`src/rtl/pipe_skid_reg.sv`:
```
// -----------------------------------------------------------------------------
// pipe_skid_reg
//   Two-entry skid register for a pipeline boundary. The head entry ("main")
//   drives the outputs directly from flops, so there is no combinational path
//   from in_* to out_*. A second register ("skid") absorbs one extra entry
//   when downstream stalls while upstream is still sending. Order is FIFO.
//
// Optional feature (macro EPU_PIPE_PERF_EN):
//   Defined   -> adds output stall_cycles, a saturating count of cycles with
//                out_valid=1 and out_ready=0. Cleared by reset only.
//   Undefined -> no stall_cycles port and no counter.
//
// Ports
//   clk_in       in   1          clock, all state on rising edge
//   rst_in       in   1          synchronous active-high reset
//   rdy_in       in   1          global enable; low freezes everything
//   flush        in   1          discard all held entries
//   in_valid     in   1          upstream valid
//   in_ready     out  1          upstream ready
//   in_forward   in   1          upstream entry: forward flag
//   in_rd_addr   in   RD_ADDR_W  upstream entry: writeback address
//   in_rd_val    in   RD_VAL_W   upstream entry: writeback value
//   in_payload   in   PAYLOAD_W  upstream entry: opaque payload
//   out_valid    out  1          downstream valid
//   out_ready    in   1          downstream ready
//   out_forward  out  1          head entry: forward flag
//   out_rd_addr  out  RD_ADDR_W  head entry: writeback address
//   out_rd_val   out  RD_VAL_W   head entry: writeback value
//   out_payload  out  PAYLOAD_W  head entry: opaque payload
//   fwd_valid    out  1          head entry is held and carries forward=1
//   occupancy    out  2          number of held entries (0..2)
//   stall_cycles out  CNT_W      (EPU_PIPE_PERF_EN only) stall counter
// -----------------------------------------------------------------------------
module pipe_skid_reg #(
    parameter int unsigned          PAYLOAD_W     = 42,
    parameter int unsigned          RD_ADDR_W     = 5,
    parameter int unsigned          RD_VAL_W      = 32,
    parameter logic [PAYLOAD_W-1:0] RESET_PAYLOAD = '0,
    parameter int unsigned          CNT_W         = 16
) (
    input  logic                 clk_in,
    input  logic                 rst_in,
    input  logic                 rdy_in,
    input  logic                 flush,
    input  logic                 in_valid,
    output logic                 in_ready,
    input  logic                 in_forward,
    input  logic [RD_ADDR_W-1:0] in_rd_addr,
    input  logic [RD_VAL_W-1:0]  in_rd_val,
    input  logic [PAYLOAD_W-1:0] in_payload,
    output logic                 out_valid,
    input  logic                 out_ready,
    output logic                 out_forward,
    output logic [RD_ADDR_W-1:0] out_rd_addr,
    output logic [RD_VAL_W-1:0]  out_rd_val,
    output logic [PAYLOAD_W-1:0] out_payload,
    output logic                 fwd_valid,
    output logic [1:0]           occupancy
`ifdef EPU_PIPE_PERF_EN
    ,
    output logic [CNT_W-1:0]     stall_cycles
`endif
);

    // Encodings equal the number of held entries so occupancy is the state.
    typedef enum logic [1:0] {
        ST_EMPTY = 2'd0,
        ST_ONE   = 2'd1,
        ST_TWO   = 2'd2
    } state_t;

    state_t                 state_q, state_d;

    logic                   main_fwd_q,  main_fwd_d;
    logic [RD_ADDR_W-1:0]   main_addr_q, main_addr_d;
    logic [RD_VAL_W-1:0]    main_val_q,  main_val_d;
    logic [PAYLOAD_W-1:0]   main_pay_q,  main_pay_d;

    logic                   skid_fwd_q,  skid_fwd_d;
    logic [RD_ADDR_W-1:0]   skid_addr_q, skid_addr_d;
    logic [RD_VAL_W-1:0]    skid_val_q,  skid_val_d;
    logic [PAYLOAD_W-1:0]   skid_pay_q,  skid_pay_d;

    logic                   in_xfer;
    logic                   out_xfer;

    // Handshakes depend only on state and rdy_in, never on in_*/out_ready
    // combinationally through the data path.
    assign in_ready  = rdy_in && (state_q != ST_TWO);
    assign out_valid = rdy_in && (state_q != ST_EMPTY);
    assign in_xfer   = in_valid && in_ready;
    assign out_xfer  = out_valid && out_ready;

    always_comb begin
        state_d     = state_q;
        main_fwd_d  = main_fwd_q;
        main_addr_d = main_addr_q;
        main_val_d  = main_val_q;
        main_pay_d  = main_pay_q;
        skid_fwd_d  = skid_fwd_q;
        skid_addr_d = skid_addr_q;
        skid_val_d  = skid_val_q;
        skid_pay_d  = skid_pay_q;

        if (flush) begin
            // Flush wins over any transfer seen this cycle; clearing the
            // forward flag keeps a stale head from looking forwardable.
            state_d    = ST_EMPTY;
            main_fwd_d = 1'b0;
        end else begin
            unique case (state_q)
                ST_EMPTY: begin
                    if (in_xfer) begin
                        main_fwd_d  = in_forward;
                        main_addr_d = in_rd_addr;
                        main_val_d  = in_rd_val;
                        main_pay_d  = in_payload;
                        state_d     = ST_ONE;
                    end
                end
                ST_ONE: begin
                    if (in_xfer) begin
                        if (out_xfer) begin
                            main_fwd_d  = in_forward;
                            main_addr_d = in_rd_addr;
                            main_val_d  = in_rd_val;
                            main_pay_d  = in_payload;
                        end else begin
                            skid_fwd_d  = in_forward;
                            skid_addr_d = in_rd_addr;
                            skid_val_d  = in_rd_val;
                            skid_pay_d  = in_payload;
                            state_d     = ST_TWO;
                        end
                    end else if (out_xfer) begin
                        state_d = ST_EMPTY;
                    end
                end
                ST_TWO: begin
                    if (out_xfer) begin
                        main_fwd_d  = skid_fwd_q;
                        main_addr_d = skid_addr_q;
                        main_val_d  = skid_val_q;
                        main_pay_d  = skid_pay_q;
                        state_d     = ST_ONE;
                    end
                end
                default: state_d = ST_EMPTY;
            endcase
        end
    end

    always_ff @(posedge clk_in) begin
        if (rst_in) begin
            state_q     <= ST_EMPTY;
            main_fwd_q  <= 1'b0;
            main_addr_q <= '0;
            main_val_q  <= '0;
            main_pay_q  <= RESET_PAYLOAD;
            skid_fwd_q  <= 1'b0;
            skid_addr_q <= '0;
            skid_val_q  <= '0;
            skid_pay_q  <= '0;
        end else begin
            state_q     <= state_d;
            main_fwd_q  <= main_fwd_d;
            main_addr_q <= main_addr_d;
            main_val_q  <= main_val_d;
            main_pay_q  <= main_pay_d;
            skid_fwd_q  <= skid_fwd_d;
            skid_addr_q <= skid_addr_d;
            skid_val_q  <= skid_val_d;
            skid_pay_q  <= skid_pay_d;
        end
    end

    assign out_forward = main_fwd_q;
    assign out_rd_addr = main_addr_q;
    assign out_rd_val  = main_val_q;
    assign out_payload = main_pay_q;
    assign fwd_valid   = (state_q != ST_EMPTY) && main_fwd_q;
    assign occupancy   = state_q;

`ifdef EPU_PIPE_PERF_EN
    logic [CNT_W-1:0] stall_q, stall_d;

    // Saturating; flush deliberately leaves the count alone.
    always_comb begin
        stall_d = stall_q;
        if (out_valid && !out_ready && (stall_q != '1)) begin
            stall_d = stall_q + 1'b1;
        end
    end

    always_ff @(posedge clk_in) begin
        if (rst_in) begin
            stall_q <= '0;
        end else begin
            stall_q <= stall_d;
        end
    end

    assign stall_cycles = stall_q;
`endif

endmodule

```
`config.mk`:
```
export PLATFORM = sky130hd
export DESIGN_NAME = pipe_skid_reg
export DESIGN_NICKNAME = d
export VERILOG_FILES = /design/src/rtl/pipe_skid_reg.sv
export SDC_FILE = /design/constraint.sdc
export NUM_CORES = 1
export LEC_CHECK = 0
export BUFFER_PORTS_ARGS = -buffer_cell sky130_fd_sc_hd__buf_2
export CELL_PAD_IN_SITES_DETAIL_PLACEMENT = 1
export CELL_PAD_IN_SITES_GLOBAL_PLACEMENT = 2
export CORE_ASPECT_RATIO = 1.4
export CORE_MARGIN = 5
export CORE_UTILIZATION = 31
export DETAILED_ROUTE_END_ITERATION = 10
export HOLD_SLACK_MARGIN = 0.12
export PLACE_DENSITY_LB_ADDON = 0.1
export SLEW_MARGIN = 10
export SYNTH_ARGS = -nofsm -noshare
export SYNTH_HDL_FRONTEND = slang
export SYNTH_SLANG_ARGS = --single-unit
```
`constraint.sdc`:
```
create_clock -name clk_in -period 3.05 [get_ports clk_in]
set_clock_uncertainty 0.05 [all_clocks]
set_input_delay 0.305 -clock clk_in [delete_from_list [all_inputs] [get_ports clk_in]]
set_output_delay 0.305 -clock clk_in [all_outputs]
set_load 0.005 [all_outputs]
```
# After elaboration in Yosys (flattened, before gate mapping)
# Index checks and enable logic that the tools add are counted.
# totals
ff_bits	162
elab_cells	59
output_inout_bits	85
# classes
muxes	26
bitwise	2
reduce_logical	13
eq_ne	9
# ops
operator	n
two-way mux 42 bit	4
two-way mux 32 bit	4
case mux 42 bit (3 select lines)	1
case mux 32 bit (3 select lines)	1
two-way mux 5 bit	4
case mux 5 bit (3 select lines)	1
two-way mux 2 bit	5
inequality test 2 bit, second input constant	5
AND reduction 4 bit	2
inequality test 3 bit, second input constant	2
case mux 2 bit (3 select lines)	1
AND reduction 6 bit	1
logical AND 1 bit	5
AND reduction 5 bit	1
two-way mux 1 bit	4
case mux 1 bit (3 select lines)	1
nonzero test 3 bit	1
== test 2 x 1 -> 1 bit, second input constant	1
== test 2 bit, second input constant	1
logical NOT 2 bit	1
NOT 1 bit	2
nonzero test 2 bit	1
OR reduction 2 bit	1

# Longest topological paths before layout
# Gate-level depths: netlist (run 1).
# depth
word_depth	6
mapped_depth	8
mapped_depth_nobuf	4

# Worst setup path after synthesis (run 1)
# No wires, ideal clock.
# synth_timing
path_type	register to register
start	register state_q[1], in the netlist occupancy[1]
end	register main_pay_q[37], in the netlist out_payload[37]
setup_time_ns	0.143
path_stages_with_launch	8
arrival_ns	1.353
t_required_ns	2.857
slack_ns	1.504
path_cell_list	dfxtp_1 nand2b_1 o21ai_4 and2_1 buf_6 buf_6 buf_6 a211oi_2
# synth_between
elab_chain_len	5
word_cells_on_any_way	16
# synth_lines
item	line_no	rtl
from (decl)	72	state_t state_q, state_d;
from (signal assigned)	165	state_q <= state_d;
inequality test 2 bit / nonzero test 2 bit (equally long branches)	89, 90	
logical AND 1 bit (on tied branches)	89, 90	
logical AND 1 bit (on tied branches)	91, 92	
inequality test 2 bit (no line)	-	
AND reduction 6 bit (no line)	-	
to (signal assigned)	169	main_pay_q <= main_pay_d;
to (decl)	77	logic [PAYLOAD_W-1:0] main_pay_q, main_pay_d;
# Parallel ways exist; a longest one is shown, timed or not.
# A chain may end at the register's enable or synchronous reset.

# Final worst setup path (run 1)
# layout_timing
start	input flush
end	register main_val_q[17], in the netlist out_rd_val[17]
# layout_between
elab_chain_len	2
# layout_lines
item	line_no	rtl
from (decl)	44	input logic flush,
NOT 1 bit (no line)	-	
AND reduction 6 bit (no line)	-	
to (signal assigned)	168	main_val_q <= main_val_d;
to (decl)	76	logic [RD_VAL_W-1:0] main_val_q, main_val_d;
# Every way passes these cells.

==> results, run 1 <==
- The design internal power is 3.88 mW.
- The synthesized flop and latch total is 162.
- The flow ran to the end, and the final reports show no timing, DRC or antenna violations.
- The worst setup path is launched from an input port.
- The slew at the pin with the worst max-slew slack is 0.684 ns.
- From synthesis to final layout, the design area changed by 37.9%.
- After detailed routing, the average wire length per cell comes to 17.6 µm.
- The Yosys step of the flow raised 0 warnings.
- The routed layout has 6095 vias.
- The smallest clock period supported by the final layout is computed as 2.12 ns.
- Adding up every negative setup slack in the final design gives 0 ns.
- The count of unresolved DRC violations after routing is 0.
- The global-route wire length before repair is 34800 µm.
- Setup slack on the critical path of the routed design comes to 0.932 ns.
- In this run, CTS created clock tree buffers numbering 17.
- STA classifies the critical path endpoint as a flop.
- The number of distinct library cells after synthesis is 24.
- The floorplan die height is 182 µm.
- The total number of H-tree levels is 4.
- After routing the design area is 9080 µm².
- The post-route fraction of the period consumed by the critical path is 69.5%.
- The share of post-route cells with drive strength above 1 is 24.1%.
- The first-pass iteration count of the detailed router is 4.
- 171 I/O pins were placed.
- The count of antenna-violating nets left after detailed routing is 0.
- Of all nets on the critical path, the largest fanout is 51.
- For this run, the share of the core covered by cells in the final layout is 43.2%.
- The net count of the finished layout is 1037.
- The sum of routed wire length over all layers is 21500 µm.
- The most frequent standard cell in the layout excluding fill and tap cells is sky130_fd_sc_hd__buf_2.
- The synthesized netlist cell count is 738.
- The share of total power dissipated in sequential elements is 43.9%.
- Counting tap cells, the placed design contains a total of 1111 instances.
- The number of antenna diodes in the final layout is 0.
- The die area is 24300 µm².
- The maximum clock frequency is 0.472 GHz.
- The root cell of the clock tree is sky130_fd_sc_hd__clkbuf_16.
- The half-perimeter wire length after placement is 13500 µm.
- The net count after synthesis is 824.
- For the worst-skew pair, the clock arrives at the later sink with an insertion delay of 0.42 ns.
- The average instance in the mapped netlist occupies 8.93 µm².
- Global routing finished with a remaining overflow of 0.
- The buffer levels on the longest clock path is 2.
- TritonCTS built the clock tree.
- The overall die width is 133 µm.
- The reported max-cap violation count is 0.
- Clock-pin slew was measured on the worst setup and hold paths at 0.06 ns.
- The worst hold margin is 0.221 ns.
- Global routing used 17.8% of the available tracks.
- Tracing the worst setup path back leads to its startpoint at flush.
- The worst slack at placement is 0.941 ns.
- Once layout is complete, the cells apart from fillers number 1222.
- For this run, the register share of the synthesized area comes to 49.2%.
- The slack of the worst reg-to-reg path is 1.11 ns.
- In this run, the combinational gates consume 9.5% of the power.
- After clock tree synthesis, the setup repair step added 0 buffers.
- The switching power of the nets is 1.16 mW.
- The post-layout total power is 5.04 mW.
- The count of endpoints failing hold in the final timing report is 0.
- Counting every sink on the clock net gives 162.
- Entering global routing, the biggest net connects 82 pins.
- Net switching is 23.1% of the power.
- Once the floorplan was initialized, standard cells occupied 31.3% of the core.
- In this run the critical register-to-register path is captured at out_payload[4]$_SDFFE_PP0P_.
- The global placement routability congestion is 0.748.
- Across the VDD grid, the largest voltage drop is 0.373 mV.
- After floorplanning, the core was divided into 63 placement rows.
- The violation count after the first detailed-route iteration is 240.
- Counting cells, the worst reg-to-reg path comes to 4.
- Data on the critical path is required at its endpoint by 3.33 ns.
- In the layout the commonest cells are sky130_fd_sc_hd__buf_2, sky130_fd_sc_hd__a21oi_1, sky130_fd_sc_hd__nand2_1, sky130_fd_sc_hd__dfxtp_1, sky130_fd_sc_hd__dlygate4sd3_1.
- In the routed layout, each cell is associated on average with a via count of 4.99.
- Data on the critical path arrives at its endpoint at 2.40 ns.
- After detailed placement, the total cell area comes to 7630 µm².
- The worst hold path belongs to the class input port to flop.
- The power density relative to cell area is 555 nW/µm².
- The cell leakage power is 4.02 nW.
- The floorplan step defined a core boundary enclosing 21000 µm².
- In this run the cell area of the synthesized design comes to 6590 µm².
- Setup repair after global routing left no endpoint under its margin.
- The clock group share of total power is 46.7%.
- Port buffering added 170 buffers.
- The category of the most critical setup path is input port to flop.
- The via count of the first global-routing pass is 6557.
- The number of failing setup endpoints in the final timing report is 0.
- The number of antenna violations at the first check in global routing is 0.
- Measured against its own limit, the worst slew margin works out to 54.4%.
- The reg-to-reg critical path startpoint is occupancy[0]$_SDFFE_PP0P_.
- The max-slew violation count came to 0.
- The capture point of the critical path is out_rd_val[17]$_SDFFE_PP0P_.
==> power by group through the flow <==
stage	logic [mW]	registers, mW	clock network [mW]
floorplan	0.199	2.25	0
global placement	0.391	2.26	0
detailed placement	0.403	2.26	0
CTS	0.485	2.21	2.42
global route	0.524	2.22	2.52
finish	0.478	2.21	2.35
==> routing by layer <==
layer | GRT usage, % | vias up | part of all wire [%]
li1 | - | 3017 | -
met1 | 21.5 | 2934 | 44
met2 | 31.4 | 121 | 51
met3 | 3.81 | 23 | 3.9
met4 | 5.80 | 0 | 1.6
met5 | 0 | - | 0
==> kinds of logic (layout without fill, tap and decap cells) <==
logic type | count (synthesis) | in the layout | synth area share [%]
AO/OA/AOI/OAI | 246 | 246 | 22.7
AND/OR/NAND/NOR | 177 | 177 | 10.7
flip-flops | 162 | 162 | 49.2
multiplexers | 80 | 80 | 12.2
buffers and inverters | 72 | 296 | 5.03
XOR/XNOR | 1 | 1 | 0.133
==> flip-flops by register name, summed over array words and instances, names as in the netlist <==
signal / flops
occupancy: 2
out_forward: 1
out_payload: 42
out_rd_addr: 5
out_rd_val: 32
skid_addr_q: 5
skid_fwd_q: 1
skid_pay_q: 42
skid_val_q: 32
==> layout make-up <==
class                      instances  area, µm²
clock buffer                      18        439
timing repair buffer             265       1830
sequential                       162       3240
inverter                           1       3.75
tap                              260        325
clock inverter                    12        208
fill                            2417      12000
multi-input combinational        504       3030
==> cell usage after synthesis <==
cell	count	area, µm²
sky130_fd_sc_hd__and2_1	3	18.8
sky130_fd_sc_hd__a211oi_2	10	125
sky130_fd_sc_hd__nor2b_2	1	8.76
sky130_fd_sc_hd__nand3b_1	1	7.51
sky130_fd_sc_hd__clkbuf_1	39	146
sky130_fd_sc_hd__o21a_1	2	15.0
sky130_fd_sc_hd__a21oi_1	163	816
sky130_fd_sc_hd__nand2b_1	3	18.8
sky130_fd_sc_hd__a31oi_1	1	6.26
sky130_fd_sc_hd__dfxtp_1	162	3240
sky130_fd_sc_hd__mux2i_1	80	801
sky130_fd_sc_hd__buf_4	1	7.51
sky130_fd_sc_hd__buf_6	3	33.8
sky130_fd_sc_hd__o21ai_4	1	16.3
sky130_fd_sc_hd__and3_1	1	6.26
sky130_fd_sc_hd__a211oi_1	69	518
sky130_fd_sc_hd__buf_2	28	140
sky130_fd_sc_hd__nor3_1	2	10.0
sky130_fd_sc_hd__xor2_1	1	8.76
sky130_fd_sc_hd__nor2b_1	1	6.26
sky130_fd_sc_hd__nor4_1	1	6.26
sky130_fd_sc_hd__and4bb_2	1	12.5
sky130_fd_sc_hd__inv_1	1	3.75
sky130_fd_sc_hd__nand2_1	163	612
==> repair_timing <==
item                                   4_1_cts  5_1_grt
endpoints found under the hold margin       83        0
hold buffers                                81        0
resized for setup                            0        0
==> worst min-delay path by stage <==
stage,from,slack (ns),to,cells past startpoint
detailed placement,skid_val_q[27]$_SDFFE_PP0P_,0.40,skid_val_q[27]$_SDFFE_PP0P_,2
global placement,skid_pay_q[29]$_SDFFE_PP0P_,0.39,skid_pay_q[29]$_SDFFE_PP0P_,2
global route,rdy_in,0.24,out_forward$_SDFFE_PP0P_,3
finish,rdy_in,0.22,out_forward$_SDFFE_PP0P_,3
floorplan,flush,0.33,out_forward$_SDFFE_PP0P_,1
CTS,rdy_in,0.20,out_forward$_SDFFE_PP0P_,3
==> critical path, cell delays in order <==
cell	delay [ns]
sky130_fd_sc_hd__dlygate4sd3_1	0.54
sky130_fd_sc_hd__buf_2	0.16
sky130_fd_sc_hd__nor2b_4	0.37
sky130_fd_sc_hd__buf_4	0.60
sky130_fd_sc_hd__a21oi_1	0.15
sky130_fd_sc_hd__a211oi_1	0.25
No activity file was read; power rests on OpenSTA's default activity.
==> run 2, diff against run 1 <==
--- a/config.mk
+++ b/config.mk
@@ -10,7 +10,7 @@
 export CELL_PAD_IN_SITES_GLOBAL_PLACEMENT = 2
 export CORE_ASPECT_RATIO = 1.4
 export CORE_MARGIN = 5
-export CORE_UTILIZATION = 31
+export CORE_UTILIZATION = 28
 export DETAILED_ROUTE_END_ITERATION = 10
 export HOLD_SLACK_MARGIN = 0.12
 export PLACE_DENSITY_LB_ADDON = 0.1
==> constraint.sdc (replaced) <==
create_clock -name clk_in -period 1.9 [get_ports clk_in]
set_clock_uncertainty 0.05 [all_clocks]
set_input_delay 0.19 -clock clk_in [delete_from_list [all_inputs] [get_ports clk_in]]
set_output_delay 0.19 -clock clk_in [all_outputs]
set_load 0.005 [all_outputs]
==> run 2 against run 1 <==
  * Worst hold slack lost 0.058 ns
  * Via count grew 1.6%
  * Highest routed layer unchanged
  * Combinational power up 68%
  * Clock power is 43% higher
  * Critical endpoint is now in_ready
  * Wire length up 4.2%
  * Largest power group is now sequential cells
==> results, run 2 (same netlist as run 1, synthesis figures left out) <==
- The run finished with clean final reports.
- The relative max-transition margin is 68.9%.
- For this design the static power due to leakage is 4.07 nW.
- For this run, the total global-route usage over all layers was measured as 16.9%.
- The power density relative to cell area is 833 nW/µm².
- The root cell of the clock tree is sky130_fd_sc_hd__clkbuf_16.
- The number of antenna diodes in the final layout is 0.
- The number of antenna violations at the first check in global routing is 0.
- The count of endpoints failing hold in the final timing report came to 0.
- The critical path endpoint category is a primary output.
- The area growth from synthesis to layout is 40.4%.
- The total of buffers placed on input and output ports is 170.
- The global-route wire length before repair is 36200 µm.
- The final critical path time including I/O delays and setup is 1.80 ns.
- The effective utilization at floorplan is 28.4%.
- The finished cells cover 9250 µm².
- Setup repair after global routing left no endpoint under its margin.
- The instance count after placement with tap cells included is 1166.
- The floorplan step set the die width to 140 µm.
- The signal arrival time at the worst endpoint is 1.56 ns.
- Fill cells in the final layout number 2701.
- The library cells used most frequently in the layout, excluding fill and tap cells, are sky130_fd_sc_hd__buf_2, sky130_fd_sc_hd__a21oi_1, sky130_fd_sc_hd__nand2_1.
- The max-slew violation count is 0.
- The largest stage delay on the critical path is 0.40 ns.
- The setup fix buffers added after clock tree synthesis is 0.
- The number of primary I/O pins is 171.
- In this run the vertical extent of the chip is 191 µm.
- The reported max-cap violation count is 0.
- For the final routed database, the setup TNS stands at 0 ns.
- The die covers 26700 µm².
- After detailed routing, the average wire length per cell comes to 17.5 µm.
- The path with the worst hold slack has its endpoint at occupancy[1]$_SDFFE_PP0P_.
- The category of the most critical setup path is flop to primary output.
- Once detail routing completed, the nets flagged for antenna violations numbered 0.
- In this run the most critical hold path is launched from out_ready.
- The maximum number of pins on one net before global-route repair is 62.
- Setup violations remaining at the end of the flow were counted as 0.
- After the flow finishes, the layout carries non-filler instances totaling 1278.
- Clock tree synthesis found a total of 162 sinks.
- The routed design has 22400 µm of wire.
- For the pin with the worst max-slew slack, the measured transition is 0.466 ns.
- The number of vias per cell after detailed routing is 4.84.
- The total number of H-tree levels is 4.
- The number of standard-cell rows in the floorplan is 66.
- The routed layout has 6191 vias.
- After the last flow step, the layout net total stands at 1046.
- On the critical path, the stage with the largest delay is an instance of sky130_fd_sc_hd__dfxtp_2.
- The class of the most critical hold timing path is input port to flop.
- The worst register-to-register path ends at skid_val_q[20]$_SDFFE_PP0P_.
- The critical-path maximum fanout is 19.
- The number of cells on the worst reg-to-reg path is 5.
- Derived from the worst setup path, the maximum achievable clock frequency is 0.556 GHz.
- The placeable core region is 23200 µm².
- The type of origin of the critical path is a flop.
- The launch point of the worst path is occupancy[0]$_SDFFE_PP0P_.
- The violation count after the first detailed-route iteration is 236.
- The total clock buffers created by CTS is 17.
- Global routing finished with a remaining overflow of 0.
- Walking the worst path, the cells encountered are nand2b_4, buf_12, and2_1, buf_2.
- The global placement routability congestion is 0.704.
- The worst hold path was traced through 4 stages.
- Clock-pin slew was measured on the worst setup and hold paths at 0.06 ns.
- The post-route fraction of the period consumed by the critical path is 94.7%.
- The post-route netlist has 25.1% of its cells at a drive strength greater than 1.
- At the worst endpoint, the required time is 1.66 ns.
- The first-pass iteration count of the detailed router is 4.
- In this run the critical register-to-register path is launched from occupancy[1]$_SDFFE_PP0P_.
- The most frequent standard cell in the layout excluding fill and tap cells is sky130_fd_sc_hd__buf_2.
- TritonCTS built the clock tree.
- The count of unresolved DRC violations after routing is 0.
- The worst hold margin is 0.163 ns.
- The longest clock path from root to sink contains 2 buffers.
- The maximum resistive drop on vdd is 0.648 mV.
- The cell area after placement is 7850 µm².
- Once layout is complete, the utilization of the core stands at 39.9%.
- In this run the register-to-register setup slack is 0.21 ns.
- The clock reaches the later pin of the worst-skew pair after 0.43 ns.
- The via count of the first global-routing pass came to 6779.
- After legalization and detailed placement, the total HPWL measured 14400 µm.
-- run 2: stage by stage --
stage | setup WS [ns] | power (mW)
after detailed placement | 0.138 | 4.30
after global placement | 0.210 | 4.29
after global routing | 0.0302 | 8.04
after CTS | 0.0422 | 7.84
after floorplan | 0.354 | 3.94
final | 0.100 | 7.71
-- run 2: worst max path at each step --
stage	end
after floorplan	out_payload[37]$_SDFFE_PP0P_
after global placement	skid_pay_q[3]$_SDFFE_PP0P_
after detailed placement	skid_val_q[30]$_SDFFE_PP0P_
after CTS	in_ready
after global routing	in_ready
final	in_ready
-- run 2: layout make-up --
cell class              instances  area [µm²]  share of cell area (%)
clock inverters                11         106                    1.15
repair buffers                274        2010                    21.7
well taps                     306         383                    4.14
inverters                       1        3.75                  0.0406
clock buffers                  20         467                    5.04
multi-input cells             504        3030                    32.8
flip-flops and latches        162        3250                    35.1
-- run 2: worst max-delay path: cells and delay by family (launching register included) --
kind                   cells  cell delay [ns]
buffers and inverters      2             0.32
AND/OR/NAND/NOR            2             0.41
flip-flops                 1             0.40
-- run 2: report_power, final --
| part | total (mW) | switching (mW) | internal [mW] |
|---|---|---|---|
| clock network | 3.36 | 1.46 | 1.90 |
| registers | 3.54 | 0.0547 | 3.49 |
| logic | 0.802 | 0.407 | 0.395 |
| total | 7.71 | 1.92 | 5.79 |
-- run 2: metal layers --
layer  share of wire, %  vias up  GRT usage, %
li1                   -     3034             -
met1                 45     3012          20.3
met2                 50      122          30.5
met3                3.8       23          3.35
met4                1.4        0          5.15
met5                  0        -             0
-- run 2: repair_timing --
| action | CTS | global route |
|---|---|---|
| hold buffers | 81 | 0 |
| endpoints found under the hold margin | 160 | 0 |
| endpoints found under the setup margin | 1 | 1 |
| gates cloned | 0 | 0 |
| pin swaps | 0 | 0 |
| resized for setup | 4 | 1 |
==> run 3, diff against run 2 <==
--- a/config.mk
+++ b/config.mk
@@ -6,11 +6,12 @@
 export NUM_CORES = 1
 export LEC_CHECK = 0
 export BUFFER_PORTS_ARGS = -buffer_cell sky130_fd_sc_hd__buf_2
+export CAP_MARGIN = 20
 export CELL_PAD_IN_SITES_DETAIL_PLACEMENT = 1
 export CELL_PAD_IN_SITES_GLOBAL_PLACEMENT = 2
 export CORE_ASPECT_RATIO = 1.4
 export CORE_MARGIN = 5
-export CORE_UTILIZATION = 28
+export CORE_UTILIZATION = 31
 export DETAILED_ROUTE_END_ITERATION = 10
 export HOLD_SLACK_MARGIN = 0.12
 export PLACE_DENSITY_LB_ADDON = 0.1
==> constraint.sdc (replaced) <==
create_clock -name clk_in -period 2.07 [get_ports clk_in]
set_clock_uncertainty 0.05 [all_clocks]
set_input_delay 0.207 -clock clk_in [delete_from_list [all_inputs] [get_ports clk_in]]
set_output_delay 0.207 -clock clk_in [all_outputs]
set_load 0.005 [all_outputs]
==> run 3 against run 2 <==
  * First-iteration DRC count decreased by 8.9%
  * Sequential power decreased by 8.2%
  * Total power decreased by 4.4%
  * Combinational power decreased by 10%
  * Sequential share of layout area increased by 0.12 points
  * Wire length decreased by 2.9%
  * Final cell count decreased by 3.4%
  * Utilization increased by 3.9 points
  * Worst hold slack improved by 0.038 ns
  * Setup slack improved by 0.17 ns
  * Final area decreased by 0.41%
  * Critical endpoint unchanged
  * Largest power group is now clock
==> results, run 3 (same netlist as run 1, synthesis figures left out) <==
- The total overflow reported by the global router is 0.
- The diode insertion count for antenna repair is 0.
- The placeable core region is 21000 µm².
- Entering global routing, the biggest net connects 66 pins.
- The share of post-route cells with drive strength above 1 is 24.8%.
- STA puts the critical path data arrival time at 1.54 ns.
- In this run the remaining antenna-violating nets after routing total 0.
- The sequential cells in the finished layout cover a total of 3240 µm².
- The via total after detailed routing is 6224.
- Along the worst hold path, the cell count comes to 2.
- The max-slew violation count is 0.
- Data on the critical path is required at its endpoint by 1.81 ns.
- The maximum resistive drop on vdd is 0.549 mV.
- Once detailed placement completed, the half-perimeter wirelength came to 14100 µm.
- No sink is reached through more buffers than the 2 on the longest clock path.
- The total clock buffers created by CTS is 17.
- The via count of the first global-routing pass is 6656.
- The global-route wire length before repair is 34700 µm.
- CTS built an H-tree with a depth of 4.
- The first-pass iteration count of the detailed router is 4.
- The congestion estimate from routability-driven global placement came to 0.744.
- The total of buffers placed on input and output ports is 170.
- The final net count is 1047.
- The flow ran to the end, and the final reports show no timing, DRC or antenna violations.
- Setup repair after global routing left no endpoint under its margin.
- For this run, the top clock speed supported by timing is 0.556 GHz.
- The worst register-to-register path has a depth of 5.
- The type of origin of the critical path is a flop.
- The most frequent standard cell in the layout excluding fill and tap cells is sky130_fd_sc_hd__buf_2.
- After detailed routing, the number of remaining DRC violations is 0.
- The number of vias per cell after detailed routing is 5.04.
- The area added between synthesis and finish is 39.9%.
- The die is 133 µm wide.
- The reg-to-reg critical path startpoint is occupancy[1]$_SDFFE_PP0P_.
- The worst path meets setup with 0.271 ns of slack.
- The critical path is of the flop to primary output type.
- The effective utilization at floorplan is 31.3%.
- In this run the critical register-to-register path is captured at out_payload[21]$_SDFFE_PP0P_.
- The clock tree from TritonCTS is done.
- The count of endpoints failing hold in the final timing report is 0.
- The multi-input combinational cells in the finished layout cover a total of 3030 µm².
- For the worst-skew pair, the clock arrives at the later sink with an insertion delay of 0.42 ns.
- The tree is rooted in a sky130_fd_sc_hd__clkbuf_16.
- The floorplan die height is 182 µm.
- The worst pin sits at a relative slew slack of 67.8%.
- For the final routed database, the setup TNS stands at 0 ns.
- The number of antenna violations at the first check in global routing is 0.
- The cell leakage power is 4.09 nW.
- The worst setup path is captured at a primary output.
- The number of failing setup endpoints in the final timing report is 0.
- The floorplan step defined a die boundary enclosing 24300 µm².
- The global-route usage over all layers is 17.6%.
- The startpoint identified for the worst hold timing path is rst_in.
- At the pin with the least slew margin, the transition time is 0.483 ns.
- The class of the most critical hold timing path is input port to flop.
- The worst slack at placement is 0.292 ns.
- The clock drives 162 sinks.
- Dividing the final minimum period by the clock period gives 86.9%.
- For hold timing, the worst endpoint is skid_addr_q[3]$_SDFFE_PP0P_.
- The final critical path time including I/O delays and setup is 1.80 ns.
- The detailed router finished its first iteration with 215 violations.
- The slack of the worst reg-to-reg path is 0.29 ns.
- After floorplanning, the core was divided into 63 placement rows.
- In the layout the commonest cells are sky130_fd_sc_hd__buf_2, sky130_fd_sc_hd__a21oi_1, sky130_fd_sc_hd__nand2_1, sky130_fd_sc_hd__dfxtp_1, sky130_fd_sc_hd__dlygate4sd3_1.
- The quantity of gates resized following cts is 0.
- Measured on the finished design, the core utilization comes to 43.8%.
- Dividing total power by cell area gives a power density of 799 nW/µm².
- In the final routed layout, each cell accounts on average for 17.6 µm.
- Along the worst path, the maximum fanout reaches 9.
- The number of fill cells is 2440.
- Clock-pin slew was measured on the worst setup and hold paths at 0.06 ns.
- The reported max-cap violation count is 0.
- In this run the count of I/O pins placed on the die edge is 171.
- The sum of routed wire length over all layers is 21800 µm.
## run 3: cell types whose count changed in the layout (fill, tap and decap cells not counted), sizes merged
cell | previous run | this run
inv | 2 | 3
clkinvlp | 6 | 3
dlygate4sd3 | 81 | 82
bufinv | 1 | 4
## run 3: power by group
group	internal, mW	total (mW)	switching [mW]
Clock	2.09	3.39	1.30
Sequential	3.20	3.25	0.0507
Combinational	0.354	0.719	0.365
## run 3: stage by stage
stage	total power [mW]	instance area [µm²]	instances	hold slack [ns]
2_1_floorplan	3.62	6590	738	0.233
3_3_place_gp	3.91	7750	1119	0.390
3_5_place_dp	3.93	7750	1119	0.397
4_1_cts	7.47	9210	1234	0.188
5_1_grt	7.69	9210	1234	0.192
6_report	7.37	9210	1234	0.201
## run 3: worst max path at each step
stage	slack, ns	to	from	cells after the start
floorplan	0.52	out_payload[37]$_SDFFE_PP0P_	occupancy[1]$_SDFFE_PP0P_	7
global placement	0.38	out_payload[11]$_SDFFE_PP0P_	occupancy[1]$_SDFFE_PP0P_	5
detailed placement	0.29	out_payload[21]$_SDFFE_PP0P_	occupancy[1]$_SDFFE_PP0P_	5
CTS	0.23	in_ready	occupancy[0]$_SDFFE_PP0P_	4
global route	0.11	out_rd_val[30]$_SDFFE_PP0P_	occupancy[0]$_SDFFE_PP0P_	5
finish	0.27	in_ready	occupancy[0]$_SDFFE_PP0P_	4
## run 3: cell type report
class / instances / share of cell area (%)
sequential: 162 / 35.2
timing repair buffer: 275 / 21.4
clock buffer: 20 / 4.96
clock inverter: 12 / 1.94
multi-input combinational: 504 / 32.9
inverter: 1 / 0.0407
tap: 260 / 3.53
## run 3: per-layer routing
| layer | vias up | share of wire, % | global-route usage [%] |
|---|---|---|---|
| li1 | 3037 | - | - |
| met1 | 3038 | 43 | 20.7 |
| met2 | 122 | 52 | 32.2 |
| met3 | 27 | 3.8 | 3.61 |
| met4 | 0 | 1.7 | 5.02 |
| met5 | - | 0 | 0 |
## run 3: timing repair
action                                  CTS  global route
endpoints found under the hold margin   145             0
hold buffers                             82             0
endpoints found under the setup margin    1             0
setup buffers                             1             0
## run 3: worst max-delay path, stage by stage (launching register included)
cell and delay (ns):
sky130_fd_sc_hd__dfxtp_1 0.48, sky130_fd_sc_hd__nand2b_4 0.20, sky130_fd_sc_hd__buf_4 0.21, sky130_fd_sc_hd__and2_1 0.14
sky130_fd_sc_hd__buf_2 0.11
